[src/rtl/prog_loader_pkg.sv]
// Shared types and constants for the boot-time program loader.
// Used by prog_loader; see its header for the checksum build option.
package prog_loader_pkg;

  typedef enum logic [2:0] {
    IDLE,
    LOAD,
    CHECK,
    HOLD,
    RUN,
    ERR
  } loader_state_t;

  localparam int MIN_PROG_WORDS = 1;

endpackage

[src/rtl/prog_loader.sv]
// Boot loader: framed word stream into instruction RAM, CPU held in reset.
// Define PROG_LOADER_CHECKSUM_EN to require a trailing sum-of-payload word.
module prog_loader #(
  parameter int MEM_DEPTH  = 1024,
  parameter int ADDR_W     = $clog2(MEM_DEPTH),
  parameter int RESET_HOLD = 2
) (
  input  logic              clk,
  input  logic              reset,
  input  logic              in_valid,
  output logic              in_ready,
  input  logic [31:0]       in_data,
  input  logic              in_last,
  output logic              imem_we,
  output logic [ADDR_W-1:0] imem_addr,
  output logic [31:0]       imem_wdata,
  output logic              cpu_reset,
  output logic              done,
  output logic              error,
  output logic [ADDR_W:0]   word_count
);

  import prog_loader_pkg::*;

  localparam int HW = (RESET_HOLD > 1) ? $clog2(RESET_HOLD) : 1;

  loader_state_t   state_q;
  loader_state_t   state_d;
  logic            rdy_q;
  logic [ADDR_W:0] n_q;
  logic [ADDR_W:0] wc_nxt;
  logic [HW-1:0]   hold_q;
  logic            fire;
  logic            hdr_bad;
  logic            last_pay;
  logic            pay_bad;
  logic            wr;

  assign fire     = in_valid && rdy_q;
  assign wc_nxt   = word_count + 1'b1;
  assign last_pay = (wc_nxt == n_q);
  assign hdr_bad  = (in_data < MIN_PROG_WORDS) ||
                    (in_data > MEM_DEPTH);

`ifdef PROG_LOADER_CHECKSUM_EN
  logic [31:0] sum_q;

  // With a checksum, no payload word may carry in_last.
  assign pay_bad = in_last;

  always_ff @(posedge clk) begin
    if (reset) begin
      sum_q <= '0;
    end else if (wr) begin
      sum_q <= sum_q + in_data;
    end
  end
`else
  assign pay_bad = (in_last != last_pay);
`endif

  assign wr = fire && (state_q == LOAD) && !pay_bad;

  always_ff @(posedge clk) begin
    if (reset) begin
      state_q <= IDLE;
      rdy_q   <= 1'b0;
    end else begin
      state_q <= state_d;
      rdy_q   <= state_d inside {IDLE, LOAD, CHECK};
    end
  end

  always_comb begin
    state_d = state_q;
    unique case (state_q)
      IDLE: begin
        if (fire) begin
          state_d = (hdr_bad || in_last) ? ERR : LOAD;
        end
      end
      LOAD: begin
        if (fire) begin
          if (pay_bad) begin
            state_d = ERR;
          end else if (last_pay) begin
`ifdef PROG_LOADER_CHECKSUM_EN
            state_d = CHECK;
`else
            state_d = HOLD;
`endif
          end
        end
      end
`ifdef PROG_LOADER_CHECKSUM_EN
      CHECK: begin
        if (fire) begin
          // A missing in_last wins over the sum compare.
          if (!in_last || (in_data != sum_q)) begin
            state_d = ERR;
          end else begin
            state_d = HOLD;
          end
        end
      end
`endif
      HOLD: begin
        if (hold_q == '0) begin
          state_d = RUN;
        end
      end
      RUN: state_d = RUN;
      ERR: state_d = ERR;
      default: state_d = ERR;
    endcase
  end

  always_comb begin
    in_ready  = rdy_q;
    cpu_reset = (state_q != RUN);
    done      = (state_q == RUN);
    error     = (state_q == ERR);
  end

  always_ff @(posedge clk) begin
    if (reset) begin
      imem_we    <= 1'b0;
      imem_addr  <= '0;
      imem_wdata <= '0;
      word_count <= '0;
      n_q        <= '0;
      hold_q     <= '0;
    end else begin
      imem_we <= wr;
      if (wr) begin
        imem_addr  <= word_count[ADDR_W-1:0];
        imem_wdata <= in_data;
        word_count <= wc_nxt;
      end
      if ((state_q == IDLE) && fire) begin
        n_q <= in_data[ADDR_W:0];
      end
      if ((state_d == HOLD) && (state_q != HOLD)) begin
        hold_q <= HW'(RESET_HOLD - 1);
      end else if (state_q == HOLD) begin
        hold_q <= hold_q - 1'b1;
      end
    end
  end

endmodule

[config.mk]
export PLATFORM = sky130hd
export DESIGN_NAME = prog_loader
export DESIGN_NICKNAME = d
export VERILOG_FILES = /design/src/rtl/prog_loader_pkg.sv /design/src/rtl/prog_loader.sv
export SDC_FILE = /design/constraint.sdc
export NUM_CORES = 1
export LEC_CHECK = 0
export ABC_AREA = 1
export CAP_MARGIN = 20
export CELL_PAD_IN_SITES_DETAIL_PLACEMENT = 0
export CELL_PAD_IN_SITES_GLOBAL_PLACEMENT = 1
export CORE_MARGIN = 1.5
export CORE_UTILIZATION = 33
export DETAILED_ROUTE_END_ITERATION = 8
export PLACE_DENSITY_LB_ADDON = 0.1
export SLEW_MARGIN = 20
export SYNTH_ARGS = -nofsm -noshare
export SYNTH_HDL_FRONTEND = slang
export SYNTH_SLANG_ARGS = --single-unit
[constraint.sdc]
create_clock -name clk -period 2.8 [get_ports clk]
set_input_delay 0.42 -clock clk [delete_from_list [all_inputs] [get_ports clk]]
set_output_delay 0.42 -clock clk [all_outputs]
set_load 0.05 [all_outputs]
==> results of run 1 <==
critical path: stages, from the launching register on:
cell     delay [ps]
dfxtp_1         470
ha_1            240
nand2_1         130
nor2_2          180
nand2_1          70
nand2_1          80
nand2_1          70
nand2_1          60
nand2_1          60
nor2_1          100
nand2_1          80
o21ai_2         170
nand2_2          90
nand2_1         100
buf_6           240
nand2_1          90
a21oi_1         130
sequential cells by signal, indices dropped and copies added (netlist names):
| name | flops |
|---|---|
| imem_addr | 10 |
| state_q | 3 |
| imem_wdata | 32 |
| hold_q | 1 |
| in_ready | 1 |
| imem_we | 1 |
| word_count | 11 |
| n_q | 11 |
per-layer routing:
metal  vias to the layer above  part of all wire, %
li1                       1694                    -
met1                      1501                   46
met2                        84                   47
met3                         8                  5.4
met4                         0                  1.2
met5                         -                    0
final timing paths:
path                        from  slack, ps        endpoint  cells past startpoint
setup / recovery   word_count[0]        330   imem_wdata[0]                     16
hold / removal    imem_wdata[24]        460  imem_wdata[24]                      2
setup reg to reg   word_count[0]        330   imem_wdata[0]                     16
hold reg to reg   imem_wdata[24]        460  imem_wdata[24]                      2
timing repair:
item                       CTS  global route
gates resized for setup      0             3
setup endpoints to repair    0            29
setup buffers                0             0
Yosys cell counts, drive strengths merged (2+ instances only):
cell      n  area (um^2)
nand2   110        417.9
nand4     3        18.77
dfxtp    70         1401
nor2     38        147.6
buf      12        96.33
clkbuf   14        52.55
o21ai    14        73.82
a21oi    65        325.3
nor4      5        31.28
xor2      3        26.28
nand3    75        375.4
nand3b    2        15.01
xnor2     2        17.52
inv      40        150.1
nor3      2        10.01
nor3b     2        15.01
final cells by class:
cell class              count  area, um^2  share of cell area [%]
multi-input cells         325        1524                   33.97
clock buffers              11       141.4                   3.152
well taps                 129       161.4                   3.598
repair buffers            103        1025                   22.85
flip-flops and latches     70        1401                   31.24
inverters                  40       150.1                   3.347
clock inverters             5       82.58                   1.841
metrics by stage:
step	hold WS [ps]	utilization (%)
detailed placement	452.1	45.35
global placement	447.9	45.35
floorplan	431.1	-
CTS	464.4	47.74
global route	479.3	47.86
finish	460.6	47.86
cells by family after synthesis:
| group | after synthesis |
|---|---|
| xor gates and xnor gates | 6 |
| buffers and inverters | 66 |
| DFF | 70 |
| AOI/OAI and AO/OA | 81 |
| adders and majority gates | 1 |
| and+or+nand+nor | 237 |
power groups by stage:
stage               Combinational [uW]  Sequential [uW]  Clock [uW]
global route                       313             1040         989
floorplan                          148             1080           0
CTS                                284             1040         960
finish                             284             1040         925
detailed placement                 283             1060           0
global placement                   283             1060           0
==> summary.md, run 1 <==
| Metric | Value |
|---|---|
| Status | `finished clean` |
| CTS buffer count | `9` |
| DRT Pass-1 Iters | `4` |
| # placed instances | `667` |
| Ys async rst share | `0%` |
| First-pass GRT wire length | `15500 um` |
| Placed instance area | `4250 um^2` |
| Gpl congestion | `0.7938` |
| Max Root-Sink Buffers | `2` |
| Share of layout cells above drive strength 1 | `5.776%` |
| Worst skew pair latency | `340 ps` |
| Core area | `9371 um^2` |
| Tot GR Track Use | `19.30%` |
| Period utilisation layout | `88.23%` |
| Number of synthesized flops with an enable pin | `0` |
| TNS Setup | `0 ps` |
| Die Height | `101.8 um` |
| Ports | `94` |
| XOR/XNOR Fraction of Synth Area | `2.057%` |
| Number of port buffers | `93` |
| Antenna Cells | `0` |
| Final WS setup | `329.5 ps` |
| P&R area growth vs syn | `39.12%` |
| Hold Path Class | `reg2reg` |
| Nets | `586` |
| Sequential Power Share | `46.2%` |
| Largest family of logic cells by synthesized area | `simple AND/OR/NAND/NOR gates` |
| Synth Cell Area | `3224 um^2` |
| Clk slew on worst S/H paths | `80 ps` |
| Vias in the first global route | `3152` |
| Leakage power | `0.001649 uW` |
| Clock share of power | `41.2%` |
| CTS tree | `built` |
| Largest net degree at the start of global routing | `50` |
| Dpl hpwl | `6668 um` |
| Commonest cells after routing, fill and taps aside | `nand2_1 (108), clkdlybuf4s50_1 (92), nand3_1 (75), dfxtp_1 (70), a21oi_1 (65)` |
| Commonest non-fill, non-tap cell in the layout | `nand2_1` |
| Fillers | `1010` |
| Synth cell types | `27` |
| Setup violations, final | `0` |
| Yosys reg bits | `70` |
| CP required | `3070 ps` |
| Crit. End Element | `flip-flop` |
| Cell area power density | `500.8 nW/um^2` |
| Final hold viol count | `0` |
| Final Skew | `9.287 ps` |
| GRT busiest layer | `met2` |
| Maximum capacitance violations | `0` |
| DRC Markers | `0` |
| Worst EP arrival | `2740 ps` |
| Final wirelength | `9538 um` |
| Compound-Gate Fraction of Synth Area | `12.84%` |
| Post-route antenna net violation count | `0` |
| P_sw | `586.2 uW` |
| Power share of the combinational group | `12.6%` |
| CTS H-tree depth | `3` |
| Pwr Total | `2247 uW` |
| Crit Path Max Fanout | `27` |
| Avg Vias per Cell | `4.813` |
| Tmin final | `2470 ps` |
| Mean Syn Cell Area | `6.994 um^2` |
| Initial antenna violation count | `0` |
| Crit path kind | `reg2reg` |
| Die width | `101.8 um` |
| DR vias | `3287` |
| Starting density of the core | `34.41%` |
| RSZ-0062 raised after global routing | `no` |
| Met1 Track Usage GR | `24.31%` |
| Site row count | `35` |
| Register area share after synthesis | `43.46%` |
| Ys Warns | `0` |
| Fmax | `404.8 MHz` |
| Worst setup SP type | `flip-flop` |
| Slew HR | `58.96%` |
| Switching Share | `26.09%` |
| GRT overflow | `0` |
| Internal Pwr Total | `1660 uW` |
| Multiplexer share of the synthesized area | `0%` |
| CTS root buf | `clkbuf_8` |
| Worst slew pin tran | `614.9 ps` |
| Net Count, Synth | `498` |
| Setup WS pre-CTS | `283.6 ps` |
| IR drop worst, VDD | `0.2069 mV` |
| Synth Area in Simple Gates | `31.98%` |
| Area share of fa/ha/maj cells after synthesis | `0.3880%` |
| Met3 Use GR | `5.882%` |
| Max-slew violations | `0` |
| CTS Hold Buffers Added | `0` |
| Post-Synthesis Cells | `461` |
| Clk sink count | `70` |
| Ys flop type | `dfxtp_1` |
| Die area | `10370 um^2` |
| M2 GR Usage | `32.21%` |
| Drt wl/cell | `13.96 um` |
| Drt initial violations | `109` |
| Post-route cell area | `4486 um^2` |
| Final std cells w/o fill | `683` |
No activity file was read; power rests on OpenSTA's default activity.
==> run 2: changes to the inputs <==
--- a/config.mk
+++ b/config.mk
@@ -12,6 +12,7 @@
 export CORE_MARGIN = 1.5
 export CORE_UTILIZATION = 33
 export DETAILED_ROUTE_END_ITERATION = 8
+export HOLD_SLACK_MARGIN = 0.15
 export PLACE_DENSITY_LB_ADDON = 0.1
 export SLEW_MARGIN = 20
 export SYNTH_ARGS = -nofsm -noshare
==> results of run 2 <==
Final layout, timing and power as in run 1 (identical DEF).
